$ cat src/rtl/vliw_ctrl_pkg.sv
// Shared opcode map, exception-cause bit positions, slot control struct and
// the two-state issue FSM type for the VLIW bundle decoder.
package vliw_ctrl_pkg;

  localparam logic [4:0] OP_NOP    = 5'b00000;
  localparam logic [4:0] OP_ADD    = 5'b00011;
  localparam logic [4:0] OP_SUB    = 5'b01000;
  localparam logic [4:0] OP_LOAD   = 5'b01010;
  localparam logic [4:0] OP_STORE  = 5'b01011;
  localparam logic [4:0] OP_JUMP   = 5'b11100;
  localparam logic [4:0] OP_BRANCH = 5'b11010;

  localparam int EXC_ILL_S    = 0;
  localparam int EXC_ILL_R    = 1;
  localparam int EXC_MULTI_CT = 2;

  typedef enum logic {
    RUN  = 1'b0,
    HALT = 1'b1
  } state_e;

  typedef struct packed {
    logic alu_op;
    logic src_a;
    logic src_b;
    logic regwrite;
    logic mem_read;
    logic mem_write;
    logic branch;
    logic jump;
  } slot_ctrl_t;

endpackage

$ cat src/rtl/vliw_slot_decode.sv
// Combinational decoder for one bundle slot; IS_S picks the memory/control
// table, otherwise the ALU table. Unknown codes raise illegal with all strobes 0.
module vliw_slot_decode
  import vliw_ctrl_pkg::*;
#(
  parameter bit IS_S = 1'b0,
  parameter int OP_W = 5
) (
  input  logic [OP_W-1:0] opcode,
  output slot_ctrl_t      ctrl,
  output logic            illegal
);

  always_comb begin
    ctrl    = '0;
    illegal = 1'b0;
    if (IS_S) begin
      case (opcode)
        OP_W'(OP_NOP):    ;
        OP_W'(OP_LOAD):   begin ctrl.regwrite = 1'b1; ctrl.mem_read = 1'b1; end
        OP_W'(OP_STORE):  ctrl.mem_write = 1'b1;
        OP_W'(OP_JUMP):   ctrl.jump = 1'b1;
        OP_W'(OP_BRANCH): ctrl.branch = 1'b1;
        default:          illegal = 1'b1;
      endcase
    end else begin
      case (opcode)
        OP_W'(OP_NOP): ;
        OP_W'(OP_ADD): ctrl.regwrite = 1'b1;
        OP_W'(OP_SUB): begin
          ctrl.alu_op   = 1'b1;
          ctrl.src_a    = 1'b1;
          ctrl.src_b    = 1'b1;
          ctrl.regwrite = 1'b1;
        end
        default:       illegal = 1'b1;
      endcase
    end
  end

endmodule

$ cat src/rtl/vliw_bundle_ctrl.sv
// Registered control decoder for an N-wide VLIW bundle with a one-entry output
// stage, fault squashing and a RUN/HALT issue FSM cleared by exc_clear.
module vliw_bundle_ctrl
  import vliw_ctrl_pkg::*;
#(
  parameter int NUM_R = 2,
  parameter int NUM_S = 2,
  parameter int OP_W  = 5,
  localparam int CS_W = (NUM_S > 1) ? $clog2(NUM_S) : 1
) (
  input  logic               clk,
  input  logic               rst_n,
  input  logic               in_valid,
  output logic               in_ready,
  input  logic [NUM_R*OP_W-1:0] r_opcode,
  input  logic [NUM_S*OP_W-1:0] s_opcode,
  output logic               out_valid,
  input  logic               out_ready,
  output logic [NUM_R-1:0]   alu_op,
  output logic [NUM_R-1:0]   alu_src_a,
  output logic [NUM_R-1:0]   alu_src_b,
  output logic [NUM_R-1:0]   r_regwrite,
  output logic [NUM_S-1:0]   s_regwrite,
  output logic [NUM_S-1:0]   mem_read,
  output logic [NUM_S-1:0]   mem_write,
  output logic               branch,
  output logic               jump,
  output logic [CS_W-1:0]    ctrl_slot,
  output logic               pc_write,
  output logic               exception,
  output logic [2:0]         exc_cause,
  input  logic               exc_clear,
  output state_e             dbg_state
);

  // Handshake: a bundle moves on in_valid && in_ready (upstream) and
  // out_valid && out_ready (downstream); the output register holds otherwise.

  slot_ctrl_t       r_dec [NUM_R];
  slot_ctrl_t       s_dec [NUM_S];
  logic [NUM_R-1:0] r_ill;
  logic [NUM_S-1:0] s_ill;

  for (genvar gr = 0; gr < NUM_R; gr++) begin : g_r
    vliw_slot_decode #(.IS_S(1'b0), .OP_W(OP_W)) u_dec (
      .opcode  (r_opcode[gr*OP_W +: OP_W]),
      .ctrl    (r_dec[gr]),
      .illegal (r_ill[gr])
    );
  end

  for (genvar gs = 0; gs < NUM_S; gs++) begin : g_s
    vliw_slot_decode #(.IS_S(1'b1), .OP_W(OP_W)) u_dec (
      .opcode  (s_opcode[gs*OP_W +: OP_W]),
      .ctrl    (s_dec[gs]),
      .illegal (s_ill[gs])
    );
  end

  logic [NUM_R-1:0] dec_alu_op, dec_src_a, dec_src_b, dec_rw;
  logic [NUM_S-1:0] dec_srw, dec_mr, dec_mw;
  logic             dec_br, dec_jp, seen_ct, multi_ct;
  logic [CS_W-1:0]  dec_cs;
  logic [NUM_R-1:0] unused_r;
  logic [NUM_S-1:0] unused_s;
  logic [2:0]       cause;

  always_comb begin
    dec_alu_op = '0;
    dec_src_a  = '0;
    dec_src_b  = '0;
    dec_rw     = '0;
    dec_srw    = '0;
    dec_mr     = '0;
    dec_mw     = '0;
    dec_br     = 1'b0;
    dec_jp     = 1'b0;
    seen_ct    = 1'b0;
    multi_ct   = 1'b0;
    dec_cs     = '0;
    unused_r   = '0;
    unused_s   = '0;
    for (int i = 0; i < NUM_R; i++) begin
      dec_alu_op[i] = r_dec[i].alu_op;
      dec_src_a[i]  = r_dec[i].src_a;
      dec_src_b[i]  = r_dec[i].src_b;
      dec_rw[i]     = r_dec[i].regwrite;
      unused_r[i]   = ^{r_dec[i].mem_read, r_dec[i].mem_write, r_dec[i].branch, r_dec[i].jump};
    end
    // ctrl_slot reports the lowest slot; any second transfer is a fault.
    for (int i = 0; i < NUM_S; i++) begin
      dec_srw[i]  = s_dec[i].regwrite;
      dec_mr[i]   = s_dec[i].mem_read;
      dec_mw[i]   = s_dec[i].mem_write;
      unused_s[i] = ^{s_dec[i].alu_op, s_dec[i].src_a, s_dec[i].src_b};
      dec_br      = dec_br | s_dec[i].branch;
      dec_jp      = dec_jp | s_dec[i].jump;
      if (s_dec[i].branch || s_dec[i].jump) begin
        if (seen_ct) multi_ct = 1'b1;
        else         dec_cs   = CS_W'(i);
        seen_ct = 1'b1;
      end
    end
    cause               = '0;
    cause[EXC_ILL_S]    = |s_ill;
    cause[EXC_ILL_R]    = |r_ill;
    cause[EXC_MULTI_CT] = multi_ct;
  end

  state_e           state_q, state_d;
  logic             out_valid_q, out_valid_d, exc_q, exc_d;
  logic [2:0]       exc_cause_q, exc_cause_d;
  logic [NUM_R-1:0] alu_op_q, alu_op_d, src_a_q, src_a_d, src_b_q, src_b_d, r_rw_q, r_rw_d;
  logic [NUM_S-1:0] s_rw_q, s_rw_d, mr_q, mr_d, mw_q, mw_d;
  logic             br_q, br_d, jp_q, jp_d;
  logic [CS_W-1:0]  cs_q, cs_d;
  logic             accept, fault;

  assign in_ready = (state_q == RUN) && (!out_valid_q || out_ready);
  assign accept   = in_valid && in_ready;
  assign pc_write = accept;
  assign fault    = |cause;

  always_comb begin
    state_d     = state_q;
    out_valid_d = out_valid_q;
    exc_d       = exc_q;
    exc_cause_d = exc_cause_q;
    alu_op_d    = alu_op_q;
    src_a_d     = src_a_q;
    src_b_d     = src_b_q;
    r_rw_d      = r_rw_q;
    s_rw_d      = s_rw_q;
    mr_d        = mr_q;
    mw_d        = mw_q;
    br_d        = br_q;
    jp_d        = jp_q;
    cs_d        = cs_q;
    if (accept) begin
      out_valid_d = 1'b1;
      // A faulting bundle still occupies the stage but carries no side effects.
      alu_op_d = fault ? '0 : dec_alu_op;
      src_a_d  = fault ? '0 : dec_src_a;
      src_b_d  = fault ? '0 : dec_src_b;
      r_rw_d   = fault ? '0 : dec_rw;
      s_rw_d   = fault ? '0 : dec_srw;
      mr_d     = fault ? '0 : dec_mr;
      mw_d     = fault ? '0 : dec_mw;
      br_d     = fault ? 1'b0 : dec_br;
      jp_d     = fault ? 1'b0 : dec_jp;
      cs_d     = fault ? '0 : dec_cs;
    end else if (out_ready) begin
      out_valid_d = 1'b0;
    end
    case (state_q)
      RUN: if (accept && fault) begin
        state_d     = HALT;
        exc_d       = 1'b1;
        exc_cause_d = cause;
      end
      HALT: if (exc_clear) begin
        state_d     = RUN;
        exc_d       = 1'b0;
        exc_cause_d = '0;
      end
      default: state_d = RUN;
    endcase
  end

  always_ff @(posedge clk or negedge rst_n) begin
    if (!rst_n) begin
      state_q     <= RUN;
      out_valid_q <= 1'b0;
      exc_q       <= 1'b0;
      exc_cause_q <= '0;
      alu_op_q    <= '0;
      src_a_q     <= '0;
      src_b_q     <= '0;
      r_rw_q      <= '0;
      s_rw_q      <= '0;
      mr_q        <= '0;
      mw_q        <= '0;
      br_q        <= 1'b0;
      jp_q        <= 1'b0;
      cs_q        <= '0;
    end else begin
      state_q     <= state_d;
      out_valid_q <= out_valid_d;
      exc_q       <= exc_d;
      exc_cause_q <= exc_cause_d;
      alu_op_q    <= alu_op_d;
      src_a_q     <= src_a_d;
      src_b_q     <= src_b_d;
      r_rw_q      <= r_rw_d;
      s_rw_q      <= s_rw_d;
      mr_q        <= mr_d;
      mw_q        <= mw_d;
      br_q        <= br_d;
      jp_q        <= jp_d;
      cs_q        <= cs_d;
    end
  end

  assign out_valid  = out_valid_q;
  assign alu_op     = alu_op_q;
  assign alu_src_a  = src_a_q;
  assign alu_src_b  = src_b_q;
  assign r_regwrite = r_rw_q;
  assign s_regwrite = s_rw_q;
  assign mem_read   = mr_q;
  assign mem_write  = mw_q;
  assign branch     = br_q;
  assign jump       = jp_q;
  assign ctrl_slot  = cs_q;
  assign exception  = exc_q;
  assign exc_cause  = exc_cause_q;
  assign dbg_state  = state_q;

endmodule

$ cat config.mk
export PLATFORM = sky130hd
export DESIGN_NAME = vliw_bundle_ctrl
export DESIGN_NICKNAME = d
export VERILOG_FILES = /design/src/rtl/vliw_ctrl_pkg.sv /design/src/rtl/vliw_slot_decode.sv /design/src/rtl/vliw_bundle_ctrl.sv
export SDC_FILE = /design/constraint.sdc
export NUM_CORES = 1
export LEC_CHECK = 0
export CAP_MARGIN = 10
export CORE_MARGIN = 2
export CORE_UTILIZATION = 41
export DETAILED_ROUTE_END_ITERATION = 8
export PLACE_DENSITY_LB_ADDON = 0.3
export SYNTH_ARGS = -nofsm -noshare
export SYNTH_HDL_FRONTEND = slang
export SYNTH_SLANG_ARGS = --single-unit
export TNS_END_PERCENT = 10
$ cat constraint.sdc
create_clock -name clk -period 1.9 [get_ports clk]
set_input_delay 0.38 -clock clk [delete_from_list [all_inputs] [get_ports clk]]
set_output_delay 0.38 -clock clk [all_outputs]
set_load 0.05 [all_outputs]
==> results of run 1 <==
[flip-flops by register name (all words and copies together), names as in the netlist]
name and cells:
branch 1, jump 1, ctrl_slot 1, dbg_state 1
s_regwrite 2, exc_cause 3, out_valid 1, mem_write 2
alu_op 2, r_regwrite 2, exception 1
[routing by layer]
layer | part of all wire (%) | wire length [um] | vias to the layer above | global-route usage [%]
met3 | 4.9 | 145 | 6 | 2.30
li1 | - | - | 593 | -
met2 | 54 | 1610 | 41 | 36.7
met5 | 0 | 0 | - | 0
met1 | 39 | 1170 | 582 | 20.1
met4 | 1.9 | 56 | 0 | 9.18
[what timing repair did]
action	4_1_cts	5_1_grt
setup endpoints to repair	3	4
hold endpoints to repair	0	0
resized for setup	2	5
[path summary, 6_finish.rpt]
path	slack, ps	cells after the start	start	endpoint
setup / recovery	50	1	r_regwrite[0]$_DFFE_PN0P_	r_regwrite[0]
hold / removal	400	2	rst_n	r_regwrite[0]$_DFFE_PN0P_
setup reg to reg	380	4	out_valid$_DFFE_PN0P_	ctrl_slot$_DFFE_PN0P_
hold reg to reg	490	2	jump$_DFFE_PN0P_	jump$_DFFE_PN0P_
max in group asynchronous	1310	2	rst_n	s_regwrite[1]$_DFFE_PN0P_
min in group clk	490	2	jump$_DFFE_PN0P_	jump$_DFFE_PN0P_
[power groups by stage]
| stage | clock network, uW | logic (uW) | registers [uW] |
|---|---|---|---|
| final | 195 | 511 | 413 |
| after global routing | 223 | 539 | 418 |
| after CTS | 198 | 508 | 413 |
| after detailed placement | 0 | 506 | 421 |
| after global placement | 0 | 492 | 418 |
| after floorplan | 0 | 152 | 527 |
[synth_stat cells (all sizes together), types with 2 or more instances]
master and count:
nand2 23, dfrtp 17, nor2 11, buf 8, nand3 7, o31ai 7, o21ai 6, nand3b 4
or4 4, inv 3, nor2b 3, or3 3, a21o 2, and3b 2, nand4 2, nor4 2
xnor2 2
[per-stage QoR]
| step | cell area, um^2 | worst slack, ps | hold WS [ps] |
|---|---|---|---|
| floorplan | 1130 | 51.8 | 84.4 |
| global placement | 1790 | -118 | 464 |
| detailed placement | 1790 | -182 | 477 |
| CTS | 1810 | 0.355 | 412 |
| global route | 1830 | 4.63 | 450 |
| finish | 1830 | 54.7 | 402 |
[cells by family (layout without fill, tap and decap cells)]
| kind of cell | count (synthesis) | after routing | synth area share [%] |
|---|---|---|---|
| compound gates | 25 | 25 | 18.6 |
| xor+xnor | 2 | 2 | 1.55 |
| buf+inv | 13 | 84 | 7.62 |
| flops | 17 | 17 | 37.6 |
| mux | 1 | 1 | 0.994 |
| simple gates | 66 | 66 | 33.7 |
[cell type report]
type | count | area [um^2]
fill | 222 | 857
timing repair buffer | 76 | 692
multi-input combinational | 94 | 629
sequential | 17 | 425
tap | 31 | 38.8
clock buffer | 4 | 26.3
inverter | 4 | 17.5
==> summary.txt, run 1 <==
Power and ir drop
  • Net switching power: around 420 uW
  • Clock Power Share: 17.5%
  • Worst vdd ir: between 0.6 and 0.7 mV
  • Share of power burned in registers: approximately 37%
  • Sw Share: 37.8%
  • Pleak: about 0.00085 uW
  • P per Cell Area: 612 nW/um^2
  • Int Power: 696 uW
  • Total power: 1120 uW
  • Comb power frac: between 40% and 50%

Route
  • Drt first pass iters: 4
  • Initial detailed-routing violation count: 16
  • Routed WL per cell: ~13 um
  • WL final: about 3000 um
  • Vias per cell: 5.41
  • Vias: about 1,200
  • Number of remaining DRC errors: 0
  • Antenna viol nets, final: 0

GRT
  • Remaining Overflow, GRT: 0
  • Gr usage total: 19.1%
  • Initial antenna violation count: 0
  • Largest net degree at the start of global routing: 18
  • Vias in the first global route: 1,173
  • First-pass GRT wire length: 4890 um

Worst setup path
  • Max stage delay cell, worst path: clkdlybuf4s50_1
  • Delay-heaviest family, CP: buffers and inverters
  • Critical path buffers and inverters: 1
  • Worst Path Required: 1520 ps
  • Crit-path max cell delay: 810 ps
  • WS Path Type: reg -> out
  • Crit. End Element: primary output
  • Setup crit start kind: flip-flop
  • Critical-path cell list: clkdlybuf4s50_1
  • Critical path fanouts, max: 2
  • CP arrival: 1470 ps

STA
  • Setup TNS: 0 ps
  • Final Max Slew Viols: 0
  • Final hold vios: 0
  • Final Skew: 8.68 ps
  • Rel. slew slack: 65.8%
  • Peak Freq: 542 MHz
  • Setup violators final: 0
  • Min cycle time layout: 1850 ps
  • RSZ-0062 raised after global routing: no
  • Worst-margin pin slew: 512 ps
  • Period Utilization, post-route: a little over nine tenths

Clock tree
  • CTS max path bufs: 2
  • CTS buffer count: 3
  • CTS H-tree lvls: 1
  • CTS clock-pin slew for the worst setup and hold paths: 110 ps
  • Clock Latency Late Sink: 280 ps
  • TritonCTS clock tree: built
  • Root Buffer: clkbuf_4
  • Setup bufs post-CTS: 0
  • Clock tree sinks: 17
  • Cts hold-fix bufs: 0

Placement
  • Port bufs: 49
  • Inst Count DP: roughly 220
  • Final GP Congestion: 0.815
  • DP HPWL: 2530 um

Run status
  • Outcome: finished, final reports clean

Final layout
  • Share of layout cells above drive strength 1: 29.2%
  • Diode count: 0
  • Area added between synthesis and finish: 61.5%
  • Post-layout util: 68.1%
  • Commonest non-fill, non-tap cell in the layout: buf_4
  • Non-filler cells, final: 226
  • Nets@finish: 221
  • Most frequent cells in the layout: 38 x buf_4, 32 x clkdlybuf4s50_1, 22 x nand2_1, 17 x dfrtp_1, 11 x nor2_1

Synth
  • Post-synthesis async set-or-reset flop share: 100%
  • Synthesis warning total: 0
  • Synth area leaders: dfrtp_1 38%, nand2_1 7.3%, buf_4 4.0%
  • Synth Register Bits: 17
  • Dominant synthesized flop cell: dfrtp_1
  • Syn_area_per_cell: 9.13 um^2
  • Area share of the leading cell type in the synthesized netlist: 37.6%
  • Post-Syn Area: approximately 1100 um^2
  • Seq/Total Area, Yosys: a little under two fifths
  • Syn Nets: 149
  • Largest area contributor in the netlist: dfrtp_1
  • Post-Syn Instances: 124
  • Post-synthesis cell type count: 44
  • Post-synth EDFFs: 0

Die
  • Die Span Y: 56.6 um
  • Core ar.: 2690 um^2
  • Die W: 56.6 um
  • Rows: 19
  • IO Pins: 50
  • Initial Util: 42.2%
  • Die area: 3200 um^2

Flow run
  • Max-cap violations: 0

Worst hold path
  • Hold WC Path Type: in -> async
No activity file was read; power rests on OpenSTA's default activity.
==> inputs of run 2 (changes only) <==
Settings changed: CORE_UTILIZATION 41 to 45.
Clock period 1.9 ns to 2.3 ns, I/O delays scaled along.
==> summary.txt, run 2 (synthesis gave the netlist of run 1 again) <==
Route
  • Vias per cell: 5.62 (was 5.41)
  • Initial detailed-routing violation count: 15 (was 16)
  • Number of remaining DRC errors: 0 (unchanged)
  • WL final: 2770 um (was 2990 um)
  • Antenna viol nets, final: 0 (unchanged)
  • Drt first pass iters: 4 (unchanged)
  • Vias: 1,129 (was 1,222)
  • Routed WL per cell: 13.8 um (was 13.2 um)

Clock tree
  • CTS max path bufs: 2 (unchanged)
  • Clock tree sinks: 17 (unchanged)
  • Root Buffer: clkbuf_4 (unchanged)
  • CTS buffer count: 3 (unchanged)
  • CTS clock-pin slew for the worst setup and hold paths: 100 ps (was 110 ps)
  • TritonCTS clock tree: built (unchanged)
  • Setup bufs post-CTS: 0 (unchanged)
  • CTS H-tree lvls: 1 (unchanged)
  • Clock Latency Late Sink: 300 ps (was 280 ps)

STA
  • Min cycle time layout: 2190 ps
  • RSZ-0062 raised after global routing: no (unchanged)
  • Period Utilization, post-route: 95.2%
  • Rel. slew slack: 49.3% (was 65.8%)
  • Setup violators final: 0 (unchanged)
  • Final Max Slew Viols: 0 (unchanged)
  • Setup TNS: 0 ps (unchanged)
  • Worst-margin pin slew: 757 ps (was 512 ps)
  • PnR worst setup slack: 111 ps (was 54.7 ps)
  • Final Skew: 2.88 ps (was 8.68 ps)
  • Final hold vios: 0 (unchanged)
  • Peak Freq: 457 MHz

Worst setup path
  • Worst R2R Start: dbg_state$_DFF_PN0_ (was out_valid$_DFFE_PN0P_)
  • Setup crit start kind: primary input (was flip-flop)
  • Critical Path End: pc_write (was r_regwrite[0])
  • CP arrival: 1730 ps (was 1470 ps)
  • Worst Setup SP: out_ready (was r_regwrite[0]$_DFFE_PN0P_)
  • Endpoint of the worst register-to-register path: s_regwrite[0]$_DFFE_PN0P_ (was ctrl_slot$_DFFE_PN0P_)
  • Worst Path Required: 1840 ps (was 1520 ps)
  • R2R setup slack: 610 ps (was 380 ps)
  • WS Path Type: in -> out (was reg -> out)
  • Register-to-Register Path Depth: 4 (unchanged)
  • Crit. End Element: primary output (unchanged)
  • Critical path fanouts, max: 9 (was 2)

GRT
  • First-pass GRT wire length: 4440 um (was 4890 um)
  • Gr usage total: 20.5% (was 19.1%)
  • Remaining Overflow, GRT: 0 (unchanged)
  • Vias in the first global route: 1,010 (was 1,173)
  • Largest net degree at the start of global routing: 18 (unchanged)
  • Initial antenna violation count: 0 (unchanged)

Power and ir drop
  • Net switching power: 345 uW (was 423 uW)
  • Comb power frac: 43.1% (was 45.7%)
  • Sw Share: 38.8% (was 37.8%)
  • P per Cell Area: 535 nW/um^2 (was 612 nW/um^2)
  • Int Power: 545 uW (was 696 uW)
  • Pleak: 0.000660 uW (was 0.000852 uW)
  • Clock Power Share: 18.6% (was 17.5%)
  • Worst vdd ir: 0.502 mV (was 0.605 mV)
  • Share of power burned in registers: 38.2% (was 36.9%)

Final layout
  • Share of layout cells above drive strength 1: 13.5% (was 29.2%)
  • Fillers: 209 (was 222)
  • FF/Latch Area: 425 um^2 (unchanged)
  • Area of the multi-input gates: 621 um^2 (was 629 um^2)
  • Max reg flops: 3 (unchanged)
  • Most frequent cells in the layout: 47 x clkdlybuf4s50_1, 22 x nand2_1, 17 x dfrtp_1, 11 x nor2_1 (was 38 x buf_4, 32 x clkdlybuf4s50_1, 22 x nand2_1, 17 x dfrtp_1, 11 x nor2_1)
  • Area added between synthesis and finish: 46.9% (was 61.5%)
  • Commonest non-fill, non-tap cell in the layout: clkdlybuf4s50_1 (was buf_4)
  • Post-route cell area: 1660 um^2 (was 1830 um^2)
  • Nets@finish: 197 (was 221)
  • Diode count: 0 (unchanged)

Die
  • Initial Util: 46.6% (was 42.2%)
  • Rows: 18 (was 19)
  • Die Span Y: 54.2 um (was 56.6 um)
  • Core ar.: 2430 um^2 (was 2690 um^2)
  • IO Pins: 50 (unchanged)
  • Die area: 2930 um^2 (was 3200 um^2)
  • Die W: 54.2 um (was 56.6 um)

Placement
  • Port bufs: 49 (unchanged)
  • Cell Area, Placed: 1630 um^2 (was 1790 um^2)
  • Final GP Congestion: 0.804 (was 0.815)
  • Place WS: 77.5 ps (was -182 ps)
  • DP HPWL: 2230 um (was 2530 um)

Flow run
  • Max-cap violations: 0 (unchanged)

Worst hold path
  • Hold WC Path Type: reg -> reg (was in -> async)

Run status
  • Outcome: finished, final reports clean (unchanged)
run 2: per-stage QoR:
stage	std cells	hold WS, ps	total power (uW)	utilization [%]
after global routing	201	538	932	68.4
after CTS	201	499	892	68.2
final	201	493	890	68.4
after detailed placement	197	473	728	67.1
after floorplan	124	164	561	-
after global placement	197	466	720	67.1
run 2: layer usage:
| metal | GRT usage [%] | wire [um] |
|---|---|---|
| met1 | 23.8 | 1090 |
| met2 | 39.2 | 1520 |
| met3 | 2.50 | 123 |
| met4 | 5.00 | 37 |
| met5 | 0 | 0 |
run 2: cell type report:
cell class / count / share of cell area, %
inverter: 4 / 1.13
multi-input combinational: 94 / 37.3
sequential: 17 / 25.6
tap: 30 / 2.26
clock inverter: 1 / 0.301
clock buffer: 3 / 1.35
timing repair buffer: 52 / 32.1
run 2: worst max-delay path: stages:
cell and delay (ps):
clkdlybuf4s50_1 430, nand2b_1 190, nand3b_2 210, clkinvlp_4 230, buf_12 200
run 2: how the worst min path moves through the flow:
stage          cells past startpoint                       from                        end  slack, ps
2_1_floorplan                      0                      rst_n      alu_op[0]$_DFFE_PN0P_        160
3_3_place_gp                       2  r_regwrite[1]$_DFFE_PN0P_  r_regwrite[1]$_DFFE_PN0P_        470
3_5_place_dp                       2   mem_write[1]$_DFFE_PN0P_   mem_write[1]$_DFFE_PN0P_        470
4_1_cts                            2   mem_write[1]$_DFFE_PN0P_   mem_write[1]$_DFFE_PN0P_        500
5_1_grt                            2      ctrl_slot$_DFFE_PN0P_      ctrl_slot$_DFFE_PN0P_        540
6_report                           2  r_regwrite[1]$_DFFE_PN0P_  r_regwrite[1]$_DFFE_PN0P_        490
run 2: timing repair:
action	CTS	global route
resized for setup	0	1
endpoints found under the setup margin	0	1
hold buffers	0	0
run 2: power by group through the flow:
stage	clock network (uW)	registers [uW]	logic [uW]
2_1_floorplan	0	435	125
4_1_cts	169	341	382
5_1_grt	180	344	407
3_3_place_gp	0	345	375
6_report	166	340	384
3_5_place_dp	0	347	382
==> inputs of run 3 (changes only) <==
Settings changed: HOLD_SLACK_MARGIN from default to 0.06.
==> results of run 3 <==
Final layout, timing and power as in run 2 (identical DEF).
